**src/rtl/frac_div_period_monitor.sv**
```systemverilog
// frac_div_period_monitor
// Watches the 1-cycle strobe of a fractional clock divider. After a start it
// locks onto the next strobe, then measures WIN_PULSES consecutive strobe
// intervals in clk cycles. It reports their sum, minimum and maximum, flags
// intervals outside [MIN_ALLOWED, MAX_ALLOWED], and aborts the run if no
// strobe arrives within TIMEOUT cycles.
module frac_div_period_monitor #(
    parameter int unsigned WIN_PULSES  = 10,
    parameter int unsigned MIN_ALLOWED = 7,
    parameter int unsigned MAX_ALLOWED = 8,
    parameter int unsigned TIMEOUT     = 32,
    parameter int unsigned CNT_W       = 8,
    parameter int unsigned SUM_W       = 16
) (
    input  logic             clk,
    input  logic             rst_n,
    input  logic             pulse_in,
    input  logic             start,
    output logic             busy,
    output logic             done,
    output logic [SUM_W-1:0] total_cycles,
    output logic [CNT_W-1:0] min_period,
    output logic [CNT_W-1:0] max_period,
    output logic [CNT_W-1:0] n_intervals,
    output logic             range_err,
    output logic             timeout_err
);

    typedef enum logic [1:0] {
        S_IDLE    = 2'd0,
        S_SYNC    = 2'd1,
        S_MEASURE = 2'd2,
        S_DONE    = 2'd3
    } state_t;

    localparam logic [CNT_W-1:0] C_ONE      = CNT_W'(1);
    localparam logic [CNT_W-1:0] C_CNT_MAX  = '1;
    localparam logic [CNT_W-1:0] C_TIMEOUT  = CNT_W'(TIMEOUT);
    localparam logic [CNT_W-1:0] C_MIN      = CNT_W'(MIN_ALLOWED);
    localparam logic [CNT_W-1:0] C_MAX      = CNT_W'(MAX_ALLOWED);
    localparam logic [CNT_W-1:0] C_LAST_IDX = CNT_W'(WIN_PULSES - 1);

    state_t           r_state;
    state_t           w_next_state;
    logic [CNT_W-1:0] r_p_cnt;
    logic             r_busy;
    logic             r_done;
    logic [SUM_W-1:0] r_total;
    logic [CNT_W-1:0] r_min;
    logic [CNT_W-1:0] r_max;
    logic [CNT_W-1:0] r_n;
    logic             r_range_err;
    logic             r_timeout_err;

    logic w_start_ok;
    logic w_counting;
    logic w_record;
    logic w_timeout;
    logic w_last;
    logic w_out_of_range;

    // A start is only honoured from IDLE; strobes before SYNC never count.
    assign w_start_ok     = (r_state == S_IDLE) && start;
    assign w_counting     = (r_state == S_SYNC) || (r_state == S_MEASURE);
    assign w_record       = (r_state == S_MEASURE) && pulse_in;
    // A strobe landing in the cycle the count hits TIMEOUT wins over the abort.
    assign w_timeout      = w_counting && !pulse_in && (r_p_cnt == C_TIMEOUT);
    assign w_last         = (r_n == C_LAST_IDX);
    assign w_out_of_range = (r_p_cnt < C_MIN) || (r_p_cnt > C_MAX);

    // Next-state decode for the run sequence IDLE -> SYNC -> MEASURE -> DONE.
    always_comb begin
        // NOTE: default assigned first so every path drives w_next_state; no latch.
        w_next_state = r_state;
        case (r_state)
            S_IDLE: begin
                if (start) w_next_state = S_SYNC;
            end
            S_SYNC: begin
                if (pulse_in)       w_next_state = S_MEASURE;
                else if (w_timeout) w_next_state = S_DONE;
            end
            S_MEASURE: begin
                if (pulse_in && w_last) w_next_state = S_DONE;
                else if (w_timeout)     w_next_state = S_DONE;
            end
            S_DONE: begin
                w_next_state = S_IDLE;
            end
            default: begin
                w_next_state = S_IDLE;
            end
        endcase
    end

    // State register plus registered busy/done derived from the next state.
    always_ff @(posedge clk or negedge rst_n) begin
        // NOTE: non-blocking updates so every register samples pre-edge values.
        if (!rst_n) begin
            r_state <= S_IDLE;
            r_busy  <= 1'b0;
            r_done  <= 1'b0;
        end else begin
            r_state <= w_next_state;
            r_busy  <= (w_next_state == S_SYNC) || (w_next_state == S_MEASURE);
            r_done  <= (w_next_state == S_DONE);
        end
    end

    // Cycles since SYNC entry or since the last strobe; saturates at all-ones.
    always_ff @(posedge clk or negedge rst_n) begin
        if (!rst_n) begin
            r_p_cnt <= '0;
        end else if (w_start_ok) begin
            r_p_cnt <= C_ONE;
        end else if (w_counting) begin
            if (pulse_in)                  r_p_cnt <= C_ONE;
            else if (r_p_cnt != C_CNT_MAX) r_p_cnt <= r_p_cnt + 1'b1;
        end
    end

    // Result accumulation: cleared on an accepted start, updated per interval.
    always_ff @(posedge clk or negedge rst_n) begin
        if (!rst_n) begin
            r_total       <= '0;
            r_min         <= '0;
            r_max         <= '0;
            r_n           <= '0;
            r_range_err   <= 1'b0;
            r_timeout_err <= 1'b0;
        end else if (w_start_ok) begin
            r_total       <= '0;
            r_min         <= '0;
            r_max         <= '0;
            r_n           <= '0;
            r_range_err   <= 1'b0;
            r_timeout_err <= 1'b0;
        end else begin
            if (w_record) begin
                r_total <= r_total + SUM_W'(r_p_cnt);
                r_n     <= r_n + 1'b1;
                // First interval of the run seeds both extremes.
                if ((r_n == '0) || (r_p_cnt < r_min)) r_min <= r_p_cnt;
                if ((r_n == '0) || (r_p_cnt > r_max)) r_max <= r_p_cnt;
                if (w_out_of_range) r_range_err <= 1'b1;
            end
            if (w_timeout) r_timeout_err <= 1'b1;
        end
    end

    assign busy         = r_busy;
    assign done         = r_done;
    assign total_cycles = r_total;
    assign min_period   = r_min;
    assign max_period   = r_max;
    assign n_intervals  = r_n;
    assign range_err    = r_range_err;
    assign timeout_err  = r_timeout_err;

endmodule
```
**config.mk**
```make
export PLATFORM = sky130hd
export DESIGN_NAME = frac_div_period_monitor
export DESIGN_NICKNAME = d
export VERILOG_FILES = /design/src/rtl/frac_div_period_monitor.sv
export SDC_FILE = /design/constraint.sdc
export NUM_CORES = 1
export LEC_CHECK = 0
export CORE_MARGIN = 4
export CORE_UTILIZATION = 33
export CTS_BUF_LIST = sky130_fd_sc_hd__clkbuf_8
export DETAILED_ROUTE_END_ITERATION = 10
export SETUP_SLACK_MARGIN = 0.15
export SLEW_MARGIN = 20
export SYNTH_ARGS = -nofsm -noshare
export SYNTH_HDL_FRONTEND = slang
export SYNTH_SLANG_ARGS = --single-unit
```
**constraint.sdc**
```tcl
create_clock -name clk -period 3.5 [get_ports clk]
set_input_delay 0.7 -clock clk [delete_from_list [all_inputs] [get_ports clk]]
set_output_delay 0.7 -clock clk [all_outputs]
set_load 0.1 [all_outputs]
```
==> Yosys cells after proc, flatten, opt, wreduce, memory -nomap -nowiden <==
Index checks and enable logic that the tools add are counted.
{ "totals": {"register_bits": 54, "inputBits": 4, "out_inout_bits": 44, "word_cells": 74} }
{ "classes": {"add_sub_neg": 3, "magnitude_cmp": 4, "n_eq_ne": 9, "muxes": 24, "reduce_logical": 24} }
{ "op_table": {"columns": ["op", "n"], "rows": [
  ["8-bit 2-to-1 mux", 12],
  ["16-bit 2-to-1 mux", 2],
  ["16-bit by 8-bit adder with 16-bit output", 1],
  ["8-bit by 1-bit adder with 8-bit output, second input constant", 2],
  ["2-bit nonzero test", 6],
  ["2-bit equality test, second input constant", 4],
  ["8-bit by 4-bit equality test with 1-bit output, second input constant", 1],
  ["8-bit by 6-bit equality test with 1-bit output, second input constant", 1],
  ["8-bit by 4-bit greater-than comparator with 1-bit output, second input constant", 1],
  ["8-bit greater-than comparator", 1],
  ["8-bit logical NOT", 1],
  ["8-bit by 3-bit less-than comparator with 1-bit output, second input constant", 1],
  ["8-bit less-than comparator", 1],
  ["2-bit 2-to-1 mux", 4],
  ["8-bit inequality test, second input constant", 1],
  ["2-bit one-hot mux with 4 select lines", 1],
  ["2-bit AND reduction", 4],
  ["1-bit logical AND", 5],
  ["1-bit logical OR", 5],
  ["1-bit 2-to-1 mux", 5],
  ["2-bit by 1-bit equality test with 1-bit output, second input constant", 2],
  ["3-bit nonzero test", 1],
  ["2-bit logical NOT", 1],
  ["1-bit logical NOT", 1]
]} }

==> Depth between registers and ports, before layout <==
{ "logic_depth": {"ltp_word": 9, "mapped_depth": 8, "ltp_nobuf": 8} }

==> Worst setup path before layout <==
Ideal clock, no wire load.
{ "synth_path": {"path_type": "register -> register", "startpoint": "register r_total[0] (netlist: total_cycles[0])", "endpoint": "register r_total[6] (netlist: total_cycles[6])", "arrival_time_ns": 2.435, "required_time_ns": 3.377, "setup_slack_ns": 0.942, "path_stages_with_launch": 7, "n_path_buf": 0, "synth_period_minus_slack_ns": 2.558, "path_cell_list": "dfrtp_1 ha_1 fa_1 a21oi_1 o22ai_2 or3_1 a32o_1"} }
{ "synth_via": {"elab_chain_cells": 3} }
{ "synth_rtl": {"columns": ["item", "line", "rtl"], "rows": [
  ["start: declaration", "48", "logic [SUM_W-1:0] r_total;"],
  ["start signal: assignment", "140", "r_total <= r_total + SUM_W'(r_p_cnt);"],
  ["16-bit by 8-bit adder with 16-bit output", "140", null],
  ["16-bit 2-to-1 mux", "139", "if (w_record) begin"],
  ["16-bit 2-to-1 mux", "131", "end else if (w_start_ok) begin"]
]} }
No other way between the ends. The select of a mux whose other input is x is not followed.
A chain may end at the register's enable or synchronous reset.

==> Final worst setup path <==
{ "layout_path": {"startpoint": "register r_total[14] (netlist: total_cycles[14])", "endpoint": "output port total_cycles[14]"} }
{ "layout_lines": {"columns": ["item", "line", "rtl"], "rows": [
  ["end: declaration", "21", "output logic [SUM_W-1:0] total_cycles,"]
]} }
No word-level cell between the ends.

==> impl_metrics.ini <==
[outcome]
status = finished clean

[flow_run]
maxCapViolations = 0

[worst_setup_path]
cp_slowest_cell = clkdlybuf4s50_1
critical_path_arrival_ns = 1.88
endpoint_kind = primary output
crit_type = reg -> out
critical_path.max_fanout = 4
path_buf_inv = 1
slowest_delay_ns = 1.16
required_ns = 2.80
start_kind = flip-flop
path_cells = clkdlybuf4s50_1
crit_family = buffers and inverters

[power_and_ir_drop]
p_int_mw = 1.34
p_sw_frac = 0.507
clock_power_share = 0.159
max-vdd-ir-drop_mv = 0.345
power_mw = 2.71
p_seq_frac = 0.305
p_comb_frac = 0.536
power_switching_mw = 1.37
cellPowerDensity_nw_per_um2 = 671
leakagePower_nw = 1.81

[synth]
synth.yosys.seq_area_share = 0.401
synth_most_common_cell = dfrtp_1
ys.flop_type = dfrtp_1
syn_area_sq_um = 3370
synth_top_area_share = 0.401
async_reset_ff_frac = 1.00
ys_ff_latch = 54
synth_nets = 395
ys_warn_count = 0
synth_common_cells = dfrtp_1 (54), ha_1 (34), nor2_1 (32)
synth_area_leaders = dfrtp_1 (40%), ha_1 (13%), a21oi_1 (4.2%), nor2_1 (3.6%), inv_1 (3.5%)
synth_edf_count = 0
synth_area_per_cell_sq_um = 9.47
synth_top_area_cell = dfrtp_1
ys_types = 53
syn-instance-count = 356

[drt]
ant_nets = 0
drtPass1Iterations = 4
drtIter0Drc = 116
via_count = 2869
drt_wl_total_mm = 8.52
wire_per_inst_microns = 15.8
vias_per_cell = 5.33
drc = 0

[sta]
worst-slew-pin-transition_ns = 0.986
hold_violations = 0
fin_crit_sh = 0.737
drv_slew = 0
fin_setup_tns_ns = 0
rsz0062_at_grt = no
finalClockSkew_ns = 0.00416
fin_ws_ns = 0.922
fmax_mhz = 388
setup_violations = 0
fin_crit_ns = 2.58
slew_headroom = 0.340

[floorplanning]
dieArea_sq_um = 11900
start_util = 0.342
fp.dieH_microns = 109
die_w_microns = 109
coreArea_sq_um = 9860
ios = 48
std_cell_rows = 36

[clocking]
cts_tree = yes
cts_buffers = 5
htree_levels = 2
clockBufferDepth = 2
clock-sinks = 54
post_cts_buffers = 0
clk_pin_slew_ns = 0.10
hold_buffers = 0
ctsResizeCount = 0
clockRootBuffer = clkbuf_8
insertion_delay_ns = 0.31

[placed_design]
place_ws_ns = 0.584
gp_congestion = 0.824
io_buffer_count = 47
place_area_sq_um = 3920
place_hpwl_mm = 6.30

[worst_hold_path]
hold_class = in -> async

[cells_and_area]
final_nets = 443
fin_area_sq_um = 4030
multi_input_area_sq_um = 1860
seqCellArea_sq_um = 1350
diodes = 0
final_util = 0.409
nFillCells = 989
syn_to_final_growth_pct = 19.6
drive_gt1_frac = 0.123

[grt]
grt_pass1_vias = 2833
grt_max_degree = 41
grtUsageTotal = 0.152
antenna_found_initial = 0
overflow = 0
grt_pass1_wl_mm = 14.4
## worst paths after layout
path	slack [ns]	cells past startpoint	startpoint	to
min	0.29	1	rst_n	min_period[1]
max	0.92	1	total_cycles[14]	total_cycles[14]
min in group clk	0.52	2	timeout_err	timeout_err
max in group asynchronous	2.37	2	rst_n	range_err
max reg2reg	1.10	6	r_p_cnt[3]	total_cycles[7]
min reg2reg	0.52	2	timeout_err	timeout_err
## metrics by stage
stage | hold WS, ns | instances
2_1_floorplan | 0.404 | 356
3_3_place_gp | 0.501 | 530
3_5_place_dp | 0.505 | 530
4_1_cts | 0.300 | 538
5_1_grt | 0.301 | 538
6_report | 0.291 | 538
## layout make-up
class	count	share of cell area
clock buffer	5	0.0171
clock inverter	3	0.0102
inverter	31	0.0289
multi-input combinational	261	0.462
sequential	54	0.335
tap	133	0.0413
timing repair buffer	51	0.106
## placed cells by master (no fill, tap or decap), types with 12 or more instances in the layout
| cell type | instances |
|---|---|
| dfrtp_1 | 54 |
| nand3_1 | 13 |
| nor2_1 | 32 |
| clkdlybuf4s50_1 | 18 |
| xnor2_1 | 12 |
| a21oi_1 | 28 |
| inv_1 | 32 |
| o211ai_1 | 12 |
| buf_4 | 32 |
| ha_1 | 34 |
| nand2_1 | 25 |
## layer usage
| layer | GRT usage | vias to the layer above | part of all wire |
|---|---|---|---|
| met5 | 0 | - | 0 |
| met2 | 0.237 | 66 | 0.45 |
| met3 | 0.0255 | 10 | 0.045 |
| met4 | 0.0397 | 0 | 0.013 |
| met1 | 0.217 | 1407 | 0.49 |
| li1 | - | 1386 | - |
## power groups by stage
stage                     clock network, mW  registers [mW]  logic (mW)
final                                 0.430           0.827        1.45
after global placement                    0           0.839        1.43
after floorplan                           0            1.29       0.654
after detailed placement                  0           0.842        1.46
after global routing                  0.467           0.843        1.57
after CTS                             0.442           0.829        1.46
## registers in the layout, indices dropped and copies added, names as in the netlist
signal,cells
busy,1
r_p_cnt,8
range_err,1
n_intervals,8
timeout_err,1
total_cycles,16
r_state,2
max_period,8
min_period,8
done,1
## cell families after synthesis
| group | share of synthesized area |
|---|---|
| buffers and inverters | 0.0471 |
| AOI/OAI and AO/OA | 0.201 |
| DFF | 0.401 |
| adders and majority gates | 0.132 |
| and+or+nand+nor | 0.163 |
| muxes | 0.00334 |
| xor gates and xnor gates | 0.0519 |
Power figures use the tool's default switching activity.
